`config.mk`:
```
export PLATFORM = sky130hd
export DESIGN_NAME = instr_encoder
export DESIGN_NICKNAME = d
export VERILOG_FILES = /design/src/rtl/instr_pkg.sv /design/src/rtl/instr_fifo.sv /design/src/rtl/instr_encoder.sv
export SDC_FILE = /design/constraint.sdc
export NUM_CORES = 1
export LEC_CHECK = 0
export ABC_AREA = 0
export ABC_CLOCK_PERIOD_IN_PS = 2780
export BUFFER_PORTS_ARGS = -buffer_cell sky130_fd_sc_hd__buf_2
export CAP_MARGIN = 40
export CORE_ASPECT_RATIO = 1.25
export CORE_MARGIN = 5
export CORE_UTILIZATION = 38
export CTS_BUF_LIST = sky130_fd_sc_hd__clkbuf_4
export CTS_CLUSTER_DIAMETER = 100
export DETAILED_ROUTE_END_ITERATION = 8
export SETUP_SLACK_MARGIN = 0.4
export SYNTH_ARGS = -nofsm -noshare
export SYNTH_HDL_FRONTEND = slang
export SYNTH_SLANG_ARGS = --single-unit
```
`constraint.sdc`:
```
create_clock -name clk -period 2.78 [get_ports clk]
set_input_delay 0.556 -clock clk [delete_from_list [all_inputs] [get_ports clk]]
set_output_delay 0.556 -clock clk [all_outputs]
set_load 0.05 [all_outputs]
```
`src/rtl/instr_pkg.sv`:
```
// instr_pkg: shared definitions for the instruction encoder and the execution
// unit that decodes its output.
//   - op_e        : request operation codes (req_op)
//   - fmt_e       : R/I instruction format
//   - fifo_state_e: block-level issue buffer state, derived from occupancy
//   - opcode/funct values and instruction field bit positions
package instr_pkg;

    typedef enum logic [3:0] {
        OP_ADD   = 4'd0,
        OP_ADDU  = 4'd1,
        OP_SUB   = 4'd2,
        OP_SUBU  = 4'd3,
        OP_AND   = 4'd4,
        OP_OR    = 4'd5,
        OP_SLL   = 4'd6,
        OP_SRL   = 4'd7,
        OP_SLT   = 4'd8,
        OP_ADDI  = 4'd9,
        OP_ADDIU = 4'd10,
        OP_ANDI  = 4'd11,
        OP_ORI   = 4'd12,
        OP_SLTI  = 4'd13,
        OP_ILL14 = 4'd14,
        OP_ILL15 = 4'd15
    } op_e;

    typedef enum logic {
        FMT_R = 1'b0,
        FMT_I = 1'b1
    } fmt_e;

    typedef enum logic [1:0] {
        FS_EMPTY   = 2'd0,
        FS_PARTIAL = 2'd1,
        FS_FULL    = 2'd2
    } fifo_state_e;

    // R-type funct values
    localparam logic [5:0] FN_ADD  = 6'b100000;
    localparam logic [5:0] FN_ADDU = 6'b100001;
    localparam logic [5:0] FN_SUB  = 6'b100010;
    localparam logic [5:0] FN_SUBU = 6'b100011;
    localparam logic [5:0] FN_AND  = 6'b100100;
    localparam logic [5:0] FN_OR   = 6'b100101;
    localparam logic [5:0] FN_SLL  = 6'b000000;
    localparam logic [5:0] FN_SRL  = 6'b000010;
    localparam logic [5:0] FN_SLT  = 6'b101010;

    // I-type opcodes; R-type uses the special opcode 0
    localparam logic [5:0] OPC_RTYPE = 6'b000000;
    localparam logic [5:0] OPC_ADDI  = 6'b001000;
    localparam logic [5:0] OPC_ADDIU = 6'b001001;
    localparam logic [5:0] OPC_ANDI  = 6'b001100;
    localparam logic [5:0] OPC_ORI   = 6'b001101;
    localparam logic [5:0] OPC_SLTI  = 6'b001010;

    // Field LSB positions within the 32-bit word
    localparam int POS_OPC   = 26;
    localparam int POS_RS    = 21;
    localparam int POS_RT    = 16;
    localparam int POS_RD    = 11;
    localparam int POS_SHAMT = 6;
    localparam int POS_FUNCT = 0;
    localparam int POS_IMM   = 0;

    localparam int INSTR_W = 32;

endpackage

```
`src/rtl/instr_fifo.sv`:
```
// instr_fifo: issue buffer holding encoded instruction words.
// Parameters: DEPTH (power of two, >= 2), W (word width).
// Ports:
//   clk, rst    : clock, synchronous active-high reset (clears storage too,
//                 so rdata reads 0 when empty after reset)
//   push, wdata : write a word; ignored when full
//   pop         : drop the head word; ignored when empty
//   rdata       : head word
//   full, empty : occupancy flags
module instr_fifo
    import instr_pkg::*;
#(
    parameter int DEPTH = 4,
    parameter int W     = 32
) (
    input  logic         clk,
    input  logic         rst,
    input  logic         push,
    input  logic         pop,
    input  logic [W-1:0] wdata,
    output logic [W-1:0] rdata,
    output logic         full,
    output logic         empty
);

    localparam int AW = $clog2(DEPTH);
    localparam int CW = AW + 1;

    logic [DEPTH-1:0][W-1:0] mem;
    logic [AW-1:0]           wptr, rptr;
    logic [CW-1:0]           count;
    fifo_state_e             state;
    logic                    do_push, do_pop;

    always_comb begin
        state = FS_PARTIAL;
        if (count == '0)
            state = FS_EMPTY;
        else if (count == CW'(DEPTH))
            state = FS_FULL;
    end

    assign full  = (state == FS_FULL);
    assign empty = (state == FS_EMPTY);

    // A full FIFO refuses the push even if the head is popped this cycle.
    assign do_push = push && !full;
    assign do_pop  = pop && !empty;
    assign rdata   = mem[rptr];

    always_ff @(posedge clk) begin
        if (rst) begin
            mem   <= '0;
            wptr  <= '0;
            rptr  <= '0;
            count <= '0;
        end else begin
            if (do_push) begin
                mem[wptr] <= wdata;
                wptr      <= wptr + AW'(1);
            end
            if (do_pop)
                rptr <= rptr + AW'(1);
            case ({do_push, do_pop})
                2'b10:   count <= count + CW'(1);
                2'b01:   count <= count - CW'(1);
                default: count <= count;
            endcase
        end
    end

endmodule

```
`src/rtl/instr_encoder.sv`:
```
// instr_encoder: packs decoded operation requests into 32-bit R/I-type words,
// buffers them and issues them over a valid/ready handshake.
// Optional feature macro: INSTR_ENC_LEGAL_CHECK_EN (reject illegal ops and
// writes to register 0, pulsing err; otherwise err is 0 and illegal ops
// encode as NOP).
// Parameters: DEPTH (FIFO entries), CNT_W (issued counter width).
// Ports:
//   clk, rst                      : clock, synchronous active-high reset
//   req_valid/req_ready           : request handshake
//   req_op, req_rd, req_rs,
//   req_rt, req_shamt, req_imm    : decoded request fields
//   instr_valid/instr_ready       : issue handshake
//   instr_data                    : encoded word at FIFO head
//   err                           : one-cycle pulse after a rejected request
//   issued_cnt                    : words handed off, wrapping
module instr_encoder
    import instr_pkg::*;
#(
    parameter int DEPTH = 4,
    parameter int CNT_W = 16
) (
    input  logic             clk,
    input  logic             rst,
    input  logic             req_valid,
    output logic             req_ready,
    input  logic [3:0]       req_op,
    input  logic [4:0]       req_rd,
    input  logic [4:0]       req_rs,
    input  logic [4:0]       req_rt,
    input  logic [4:0]       req_shamt,
    input  logic [15:0]      req_imm,
    output logic             instr_valid,
    input  logic             instr_ready,
    output logic [31:0]      instr_data,
    output logic             err,
    output logic [CNT_W-1:0] issued_cnt
);

    logic        full, empty;
    logic        accept, push, pop;
    logic [31:0] enc_word;
    logic [5:0]  funct, opc;
    fmt_e        fmt;
    logic        is_shift;
    logic        legal_op;

    // Decode the op into format and function/opcode fields.
    always_comb begin
        funct    = FN_ADD;
        opc      = OPC_RTYPE;
        fmt      = FMT_R;
        is_shift = 1'b0;
        legal_op = 1'b1;
        case (op_e'(req_op))
            OP_ADD:   funct = FN_ADD;
            OP_ADDU:  funct = FN_ADDU;
            OP_SUB:   funct = FN_SUB;
            OP_SUBU:  funct = FN_SUBU;
            OP_AND:   funct = FN_AND;
            OP_OR:    funct = FN_OR;
            OP_SLL:   begin funct = FN_SLL; is_shift = 1'b1; end
            OP_SRL:   begin funct = FN_SRL; is_shift = 1'b1; end
            OP_SLT:   funct = FN_SLT;
            OP_ADDI:  begin fmt = FMT_I; opc = OPC_ADDI;  end
            OP_ADDIU: begin fmt = FMT_I; opc = OPC_ADDIU; end
            OP_ANDI:  begin fmt = FMT_I; opc = OPC_ANDI;  end
            OP_ORI:   begin fmt = FMT_I; opc = OPC_ORI;   end
            OP_SLTI:  begin fmt = FMT_I; opc = OPC_SLTI;  end
            default:  legal_op = 1'b0;
        endcase
    end

    // Assemble the word. Shifts take their source from rs and zero rt;
    // everything else zeroes shamt. Illegal ops become an all-zero NOP.
    always_comb begin
        enc_word = '0;
        if (legal_op) begin
            if (fmt == FMT_R) begin
                enc_word[POS_OPC+:6]   = OPC_RTYPE;
                enc_word[POS_RS+:5]    = req_rs;
                enc_word[POS_RT+:5]    = is_shift ? 5'd0 : req_rt;
                enc_word[POS_RD+:5]    = req_rd;
                enc_word[POS_SHAMT+:5] = is_shift ? req_shamt : 5'd0;
                enc_word[POS_FUNCT+:6] = funct;
            end else begin
                enc_word[POS_OPC+:6]  = opc;
                enc_word[POS_RS+:5]   = req_rs;
                enc_word[POS_RT+:5]   = req_rt;
                enc_word[POS_IMM+:16] = req_imm;
            end
        end
    end

    assign req_ready   = !full;
    assign accept      = req_valid && req_ready;
    assign instr_valid = !empty;
    assign pop         = instr_valid && instr_ready;

`ifdef INSTR_ENC_LEGAL_CHECK_EN
    logic dest_zero;
    logic legal;

    assign dest_zero = (fmt == FMT_R) ? (req_rd == 5'd0) : (req_rt == 5'd0);
    assign legal     = legal_op && !dest_zero;

    // Rejected requests still complete the handshake; they are just dropped.
    assign push = accept && legal;

    always_ff @(posedge clk) begin
        if (rst)
            err <= 1'b0;
        else
            err <= accept && !legal;
    end
`else
    assign push = accept;
    assign err  = 1'b0;
`endif

    always_ff @(posedge clk) begin
        if (rst)
            issued_cnt <= '0;
        else if (pop)
            issued_cnt <= issued_cnt + CNT_W'(1);
    end

    instr_fifo #(
        .DEPTH (DEPTH),
        .W     (INSTR_W)
    ) u_fifo (
        .clk   (clk),
        .rst   (rst),
        .push  (push),
        .pop   (pop),
        .wdata (enc_word),
        .rdata (instr_data),
        .full  (full),
        .empty (empty)
    );

endmodule

```
==> metrics.md, run 1 <==
| Metric | Value |
|---|---|
| Status | `completed` |
| Ys Warns | `0` |
| Hold slack | `304 ps` |
| Row Count | `53` |
| Die height | `156 µm` |
| WP data arrival | `1950 ps` |
| Leak pwr | `0.00285 µW` |
| Top-count cell post-synth | `nand2_1` |
| Worst setup EP type | `output port` |
| Post-Syn Instances | `722` |
| FF/Latch Area | `0.00287 mm²` |
| Pwr Density | `774 mW/mm²` |
| RSZ-0062 raised after global routing | `yes` |
| Clk sinks | `143` |
| Cell family with most CP delay | `multiplexers` |
| Setup Viol. Count Final | `0` |
| Final Hold Viols | `0` |
| Area delta synth->final | `19.4%` |
| Post-synth ARST share | `0%` |
| Layout cells sized above 1 | `24.4%` |
| Antenna violations before repair | `1` |
| CTS H-tree lvls | `4` |
| WL final | `17400 µm` |
| Max-slew violations | `0` |
| GRT Total Usage | `17.7%` |
| Pre-antenna DRT Iters | `4` |
| Final critical-path required period | `2510 ps` |
| DR iter-0 viols | `357` |
| Fill count | `1648` |
| Total of max-cap violations | `0` |
| Clock Path Buffers | `2` |
| Ys flop type | `dfxtp_1` |
| Clock latency on the worst-skew pair | `540 ps` |
| Crit-path cells | `buf_6 > buf_16 > mux4_2 > buf_6` |
| HP Class | `in -> reg` |
| Cell taking the most area after synthesis | `dfxtp_1` |
| R2R Setup Slk | `600 ps` |
| Unique masters post-synth | `50` |
| Critical path buffers and inverters | `3` |
| GPL Wtd Cong | `0.751` |
| Io pins | `95` |
| Number of synthesized flops with an enable pin | `0` |
| Vias | `5419` |
| Worst-Margin Slew | `759 ps` |
| Worst Hold Path EP | `u_fifo.mem[36]` |
| Grt ovf | `0` |
| First-pass GRT wire length | `27800 µm` |
| Seq cells post-synth | `143` |
| Via/cell ratio | `5.26` |
| Initial core utilization | `38.5%` |
| Setup TNS | `0 ps` |
| Largest net degree at the start of global routing | `64` |
| Most used cell, CP | `buf_6` |
| Setup CP Type | `reg -> out` |
| Reg2reg start | `u_fifo.count[0]` |
| Min-delay src | `req_imm[4]` |
| Top cells by area, synth | `dfxtp_1 (44%), mux4_2 (10%), a21oi_1 (10%)` |
| Clock Pin Slew Worst Setup and Hold Paths | `120 ps` |
| Multi-input gate area in the final layout | `0.00323 mm²` |
| Clock skew | `9.08 ps` |
| Post-synthesis sequential area ratio | `44.4%` |
| DIE WIDTH | `127 µm` |
| Clock buffer count from CTS | `17` |
| Top post-synthesis cells by count | `nand2_1 (144), dfxtp_1 (143), a21oi_1 (132)` |
| Hold_buf cts | `0` |
| Core box area | `0.0168 mm²` |
| Fin crit share | `90.2%` |
| Critical path data required time | `2220 ps` |
| Vias in the first global route | `5305` |
| Avg WL per Cell | `16.9 µm` |
| Detail Route Antenna Nets | `0` |
| R2R Path End | `u_fifo.count[2]` |
| Peak supply drop | `0.497 mV` |
| Worst rel slew slack | `49.1%` |
| Post-route DRC | `0` |
| HPWL after DPL | `10900 µm` |
| Buffers on Ports | `91` |
| Max FO, Critical Path | `6` |
| NumNets Final | `847` |
| Hold Path Stages | `3` |
| Max stage delay on crit path | `540 ps` |
| Post-synth top area share | `44.4%` |
| TritonCTS clock tree | `done` |
| Max Freq | `399 MHz` |
| Cells on worst reg2reg path | `8` |
| Syn avg cell area | `8.94 µm²` |
| Crit-path slowest cell | `mux4_2` |
| Startpoint Class | `register` |
| Root Buffer Master | `clkbuf_4` |
| DIE AREA | `0.0197 mm²` |
| Mapped Area | `0.00645 mm²` |
[sequential cells by signal, summed over array words and instances, names as in the netlist]
name / flops
u_fifo.wptr: 2
u_fifo.count: 3
issued_cnt: 16
u_fifo.rptr: 2
u_fifo.mem: 120
[layer usage]
layer | vias up | routed length (µm) | global-route usage [%]
met5 | - | 0 | 0
met2 | 98 | 8970 | 30.9
met4 | 0 | 427 | 7.00
met3 | 28 | 593 | 3.49
met1 | 2595 | 7410 | 21.5
li1 | 2698 | - | -
[worst register-to-register path, cell delays in order (launching register included)]
cell and delay [ps]:
dfxtp_2 360, or3b_1 400, nand2_2 130, ha_1 190
inv_1 60, fa_1 370, xor2_1 160, or3_1 310
a21oi_1 130
[metrics by stage]
| stage | instance area, µm² | instances | setup slack (ps) | power [µW] | utilization [%] |
|---|---|---|---|---|---|
| after global routing | 7700 | 1030 | 183 | 6270 | 45.9 |
| after global placement | 7020 | 989 | 567 | 4160 | 41.8 |
| after detailed placement | 7020 | 989 | 506 | 4170 | 41.8 |
| after floorplan | 6460 | 724 | 418 | 3750 | - |
| final | 7700 | 1030 | 272 | 5970 | 45.9 |
| after CTS | 7660 | 1028 | 216 | 5980 | 45.7 |
[power by group]
group	internal, µW	switching (µW)	total [µW]
registers	2230	128	2360
logic	886	1250	2140
clock network	707	756	1460
total	3830	2140	5970
[cell families (layout without fill, tap and decap cells)]
family	count (synthesis)	after routing	share of synthesized area, %
AOI/OAI and AO/OA	213	213	18.4
xor gates and xnor gates	14	14	1.90
adders and majority gates	7	7	1.47
buffers and inverters	72	157	5.72
DFF	143	143	44.4
muxes	30	30	10.5
other	1	4	0.0581
and+or+nand+nor	242	242	17.7
[placed cells by master (no fill, tap or decap), types with 5 or more instances in the layout]
cell / instances
a21oi_1: 132
a221oi_1: 5
a22o_1: 5
and2_1: 11
and3_1: 8
buf_2: 60
buf_4: 17
buf_6: 25
clkbuf_4: 18
clkinvlp_4: 5
dfxtp_1: 139
ha_1: 6
inv_1: 10
mux4_2: 30
nand2_1: 143
nand3_1: 26
nor2_1: 15
nor3b_1: 6
o21ai_0: 47
o31ai_1: 5
or3b_2: 6
or4_1: 5
xnor2_1: 6
xor2_1: 8
[layout make-up]
type / instances / area share (%)
clock inverters: 15 / 2.52
repair buffers: 114 / 12.5
flip-flops and latches: 143 / 37.3
inverters: 11 / 0.536
multi-input cells: 509 / 41.9
well taps: 220 / 3.57
clock buffers: 17 / 1.66
diodes: 1 / 0.0325
[how the worst max path moves through the flow]
stage                                 end            start  depth (start not counted)
after detailed placement  u_fifo.mem[109]        req_op[2]                          5
final                       instr_data[0]   u_fifo.rptr[0]                          4
after global routing        instr_data[0]   u_fifo.rptr[0]                          4
after CTS                  instr_data[25]   u_fifo.rptr[0]                          4
after global placement    u_fifo.count[2]      instr_ready                          9
after floorplan           u_fifo.count[2]  u_fifo.count[0]                          9
[repair_timing]
item	CTS	global route
setup endpoints to repair	30	32
pin swaps	0	0
gates cloned	3	1
resized for setup	64	6
setup buffers	4	0
No activity file was read; power rests on OpenSTA's default activity.
==> run 2, diff against run 1 <==
Settings changed: CORE_UTILIZATION 38 to 37.
==> run 2 against run 1 <==
  * First-iteration DRC count decreased by 7.3%
  * Worst hold slack worse by 7.2 ps
  * Final cell count grew 0.97%
  * Sequential cell count stayed put
  * Maximum frequency up 0.28%
  * Via count fell by 0.26%
  * Critical path type unchanged
  * Critical endpoint is now instr_data[6]
==> metrics.md, run 2 (synthesized netlist as in run 1, its figures left out) <==
| Metric | Value |
|---|---|
| Setup CP Type | `reg -> out` |
| Final Hold Viols | `0` |
| CTS H-tree lvls | `4` |
| Critical path data required time | `2220 ps` |
| Pre-antenna DRT Iters | `4` |
| Die height | `158 µm` |
| Io pins | `95` |
| Antenna violations before repair | `2` |
| Crit-path slowest cell | `mux4_2` |
| Total of max-cap violations | `0` |
| Regs by FF count | `u_fifo.mem x120, issued_cnt x16, u_fifo.count x3` |
| Largest reg by FF count | `u_fifo.mem` |
| GRT Total Usage | `16.9%` |
| Commonest cells after routing, fill and taps aside | `nand2_1 (144), dfxtp_1 (139), a21oi_1 (132)` |
| Leak pwr | `0.00287 µW` |
| DIE WIDTH | `128 µm` |
| Crit-path cells | `buf_12 > buf_16 > mux4_2 > buf_6` |
| DIE AREA | `0.0202 mm²` |
| Worst setup EP type | `output port` |
| Pwr Density | `763 mW/mm²` |
| Clock latency on the worst-skew pair | `550 ps` |
| Max stage delay on crit path | `520 ps` |
| Total Power | `5890 µW` |
| Grt ovf | `0` |
| Critical path buffers and inverters | `3` |
| Worst-Margin Slew | `822 ps` |
| Vias in the first global route | `5179` |
| Setup Viol. Count Final | `0` |
| Clock Pin Slew Worst Setup and Hold Paths | `120 ps` |
| Largest net degree at the start of global routing | `76` |
| Avg WL per Cell | `16.4 µm` |
| Cell family with most CP delay | `multiplexers` |
| R2R Setup Slk | `530 ps` |
| DR iter-0 viols | `331` |
| NumNets Final | `853` |
| Root Buffer Master | `clkbuf_4` |
| Core box area | `0.0173 mm²` |
| Clock buffer count from CTS | `17` |
| Max reg flops | `120` |
| GPL Wtd Cong | `0.758` |
| Worst Setup EP | `instr_data[6]` |
| Cells on worst reg2reg path | `8` |
| WP data arrival | `1950 ps` |
| Row Count | `54` |
| Status | `completed` |
| Area delta synth->final | `19.7%` |
| Max FO, Critical Path | `7` |
| Commonest non-fill, non-tap cell in the layout | `nand2_1` |
| TritonCTS clock tree | `done` |
| Layout cells sized above 1 | `24.7%` |
| WL final | `17000 µm` |
| Worst rel slew slack | `45.2%` |
| Reg2reg start | `u_fifo.count[0]` |
| R2R Path End | `u_fifo.count[2]` |
| Peak supply drop | `0.412 mV` |
| Startpoint Class | `register` |
| Buffers on Ports | `91` |
| Max Freq | `400 MHz` |
| Detail Route Antenna Nets | `0` |
| HP Class | `in -> reg` |
| Max-slew violations | `0` |
| Hold_buf cts | `0` |
| Clock Path Buffers | `2` |
| Critical Path Source | `u_fifo.rptr[0]` |
| Post-route DRC | `0` |
| Fin crit share | `90.0%` |
| Vias | `5405` |
| Clock skew | `12.9 ps` |
| HPWL after DPL | `10800 µm` |
| Final critical-path required period | `2500 ps` |
| Clk sinks | `143` |
| First-pass GRT wire length | `27000 µm` |
| Total stage count of the critical path | `4` |
| Initial core utilization | `37.3%` |
| Via/cell ratio | `5.20` |
| Setup TNS | `0 ps` |
| RSZ-0062 raised after global routing | `yes` |
## run 2: area by class of cell
class / instances / area, µm²
fillers: 1717 / 9570
multi-input cells: 509 / 3230
flip-flops and latches: 143 / 2870
repair buffers: 120 / 1010
well taps: 224 / 280
clock inverters: 15 / 158
clock buffers: 17 / 128
inverters: 11 / 41.3
diodes: 1 / 2.50
## run 2: power by group
group	total, µW	switching [µW]	leakage, µW	internal (µW)
clock network	1360	818	0.000149	545
logic	2160	1250	0.00156	913
registers	2370	132	0.00116	2240
## run 2: through the flow
stage               worst slack, ps  area (µm²)  utilization, %  cells  hold slack (ps)
floorplan                       418        6460               -    724              432
global route                    171        7720            44.7   1040              248
global placement                558        7050            40.7    998              438
detailed placement              525        7070            40.9    999              446
CTS                             213        7720            44.6   1039              240
finish                          279        7720            44.7   1040              296
## run 2: layer usage
| metal | global-route usage [%] | share of wire, % |
|---|---|---|
| met1 | 19.8 | 42 |
| met2 | 30.6 | 53 |
| met3 | 3.91 | 3.8 |
| met4 | 5.11 | 1.4 |
| met5 | 0 | 0.041 |
## run 2: worst min path at each step
| stage | startpoint | end | cells past startpoint |
|---|---|---|---|
| after global routing | req_imm[4] | u_fifo.mem[36] | 3 |
| after floorplan | u_fifo.mem[100] | u_fifo.mem[100] | 2 |
| after global placement | u_fifo.mem[58] | u_fifo.mem[58] | 2 |
| after CTS | req_imm[4] | u_fifo.mem[36] | 3 |
| after detailed placement | u_fifo.mem[114] | u_fifo.mem[114] | 2 |
| final | req_imm[4] | u_fifo.mem[68] | 3 |
## run 2: timing repair
action	4_1_cts	5_1_grt
endpoints found under the setup margin	30	31
gates cloned	3	0
setup buffers	5	0
resized for setup	71	4
## run 2: worst min-delay path, stage by stage
cell and delay [ps]:
buf_2 130, nand3_1 70, a21oi_1 50
==> run 3, diff against run 2 <==
--- a/config.mk
+++ b/config.mk
@@ -8,3 +8,3 @@
 export ABC_AREA = 0
-export ABC_CLOCK_PERIOD_IN_PS = 2780
+export ABC_CLOCK_PERIOD_IN_PS = 2400
 export BUFFER_PORTS_ARGS = -buffer_cell sky130_fd_sc_hd__buf_2
==> constraint.sdc (replaced) <==
create_clock -name clk -period 2.4 [get_ports clk]
set_input_delay 0.48 -clock clk [delete_from_list [all_inputs] [get_ports clk]]
set_output_delay 0.48 -clock clk [all_outputs]
set_load 0.005 [all_outputs]
==> run 3 against run 2 <==
  * Utilization is 0.17 points lower
  * Final cell count is 0.96% higher
  * Power is 5.8% higher
  * Combinational power is 9.3% lower
  * Largest power group unchanged
  * Clock power is 13% higher
  * Setup slack worse by 150 ps
  * Sequential share of layout area is 0.25 points higher
  * Wire length is 1.5% higher
  * Die area stayed put
  * Clock-buffer cell count stayed put
  * Worst hold slack worse by 50 ps
  * Clock skew is 5.9 ps higher
==> metrics.md, run 3 (synthesized netlist as in run 1, its figures left out) <==
| Metric | Value |
|---|---|
| Status | `completed` |
| NumNets Final | `865` |
| Pwr Density | `810 mW/mm²` |
| GRT Total Usage | `17.2%` |
| Multi-input gate area in the final layout | `0.00326 mm²` |
| FF/Latch Area | `0.00288 mm²` |
| Layout cells sized above 1 | `26.1%` |
| Placed insts | `1001` |
| Setup CP Type | `reg -> out` |
| Via/cell ratio | `5.19` |
| Final core utilization | `44.5%` |
| RSZ-0062 raised after global routing | `yes` |
| WL final | `17300 µm` |
| GPL Wtd Cong | `0.835` |
| Worst-Margin Slew | `603 ps` |
| Clock Pin Slew Worst Setup and Hold Paths | `120 ps` |
| Root Buffer Master | `clkbuf_4` |
| R2R Setup Slk | `360 ps` |
| Fill count | `1769` |
| Worst setup EP type | `output port` |
| Max FO, Critical Path | `6` |
| Setup TNS | `0 ps` |
| Setup Viol. Count Final | `0` |
| Final critical-path required period | `2270 ps` |
| Critical path data required time | `1920 ps` |
| Max-slew violations | `0` |
| Critical Path Source | `u_fifo.rptr[0]` |
| First-pass GRT wire length | `27500 µm` |
| Core box area | `0.0173 mm²` |
| Avg WL per Cell | `16.4 µm` |
| CTS H-tree lvls | `4` |
| Clock latency on the worst-skew pair | `520 ps` |
| Max Freq | `440 MHz` |
| R2R Path End | `u_fifo.count[2]` |
| HP Class | `in -> reg` |
| TritonCTS clock tree | `done` |
| Commonest cells after routing, fill and taps aside | `nand2_1 (143), dfxtp_1 (138), a21oi_1 (132)` |
| Commonest non-fill, non-tap cell in the layout | `nand2_1` |
| Post-route DRC | `0` |
| Peak supply drop | `0.354 mV` |
| Max reg flops | `120` |
| Buffers on Ports | `91` |
| Leak pwr | `0.00292 µW` |
| Crit-path cells | `buf_12 > buf_16 > mux4_2 > buf_2` |
| Area delta synth->final | `19.2%` |
| Clock buffer count from CTS | `17` |
| Clock Path Buffers | `2` |
| Hold slack | `246 ps` |
| WP data arrival | `1790 ps` |
| Grt ovf | `0` |
| Vias in the first global route | `5385` |
| Min-delay src | `req_imm[4]` |
| Vias | `5449` |
| Non-filler cells, final | `1050` |
| Max stage delay on crit path | `490 ps` |
| Final Hold Viols | `0` |
| Clk sinks | `143` |
| Row Count | `54` |
| Regs by FF count | `u_fifo.mem x120, issued_cnt x16, u_fifo.count x3` |
| Detail Route Antenna Nets | `0` |
| Reg2reg start | `u_fifo.count[0]` |
| Initial core utilization | `37.3%` |
| DR iter-0 viols | `374` |
| Cells on worst reg2reg path | `8` |
| Worst rel slew slack | `59.8%` |
| Fin crit share | `94.7%` |
| Worst Setup EP | `instr_data[18]` |
| Startpoint Class | `register` |
| Antenna violations before repair | `1` |
| DIE AREA | `0.0202 mm²` |
| Largest net degree at the start of global routing | `92` |
| Largest reg by FF count | `u_fifo.mem` |
| Crit-path slowest cell | `mux4_2` |
| Io pins | `95` |
| HPWL after DPL | `10600 µm` |
| Pre-antenna DRT Iters | `4` |
| Total of max-cap violations | `0` |
| DIE WIDTH | `128 µm` |
| Hold Path Stages | `3` |
| Die height | `158 µm` |
| Clock skew | `18.7 ps` |
## run 3: cell count changes in the layout (fill, tap and decap cells not counted), sizes merged
cell      before  now
bufinv         2    3
bufbuf         0    2
buf          120  130
inv           17   12
clkinvlp       2    3
clkinv         5    6
## run 3: repair_timing
item | 4_1_cts | 5_1_grt
endpoints found under the hold margin | 0 | 0
setup buffers | 10 | 4
hold buffers | 0 | 0
resized for setup | 10 | 9
cloned | 4 | 0
pin swaps | 1 | 1
endpoints found under the setup margin | 33 | 38
## run 3: worst min-delay path by stage
stage / end
after detailed placement: u_fifo.mem[124]
after global routing: u_fifo.mem[68]
after floorplan: u_fifo.mem[100]
after global placement: u_fifo.mem[87]
final: u_fifo.mem[36]
after CTS: u_fifo.mem[36]
## run 3: layer usage
layer  wire length (µm)  vias up  global-route usage, %
met3                862       20                   3.41
li1                   -     2746                      -
met1               7200     2574                   21.1
met4                313        0                   5.66
met5                  0        -                      0
met2               8890      109                   30.5
## run 3: worst max-delay path: cells and delay by family, from the launching register on
kind / cells / cell delay (ps)
mux: 1 / 490
buf+inv: 3 / 400
flops: 1 / 400
## run 3: layout make-up
| cell class | instances | area share (%) |
|---|---|---|
| Multi-Input combinational cell | 509 | 42.3 |
| Sequential cell | 143 | 37.4 |
| Timing Repair Buffer | 132 | 12.4 |
| Tap cell | 224 | 3.64 |
| Clock inverter | 13 | 1.92 |
| Clock buffer | 17 | 1.66 |
| Inverter | 11 | 0.537 |
| Antenna cell | 1 | 0.0325 |
## run 3: per-stage QoR
step / setup slack [ps] / power [µW] / area, µm²
after detailed placement: 358 / 4420 / 7120
after global routing: 2.39 / 6590 / 7690
after floorplan: 351 / 3870 / 6490
after global placement: 373 / 4400 / 7120
final: 126 / 6230 / 7690
after CTS: 53.0 / 6240 / 7620
## run 3: power breakdown
group / leakage (µW) / internal [µW] / switching [µW] / total [µW]
logic: 0.00161 / 996 / 967 / 1960
registers: 0.00116 / 2600 / 130 / 2730
clock network: 0.000142 / 698 / 846 / 1540
total: 0.00292 / 4290 / 1940 / 6230
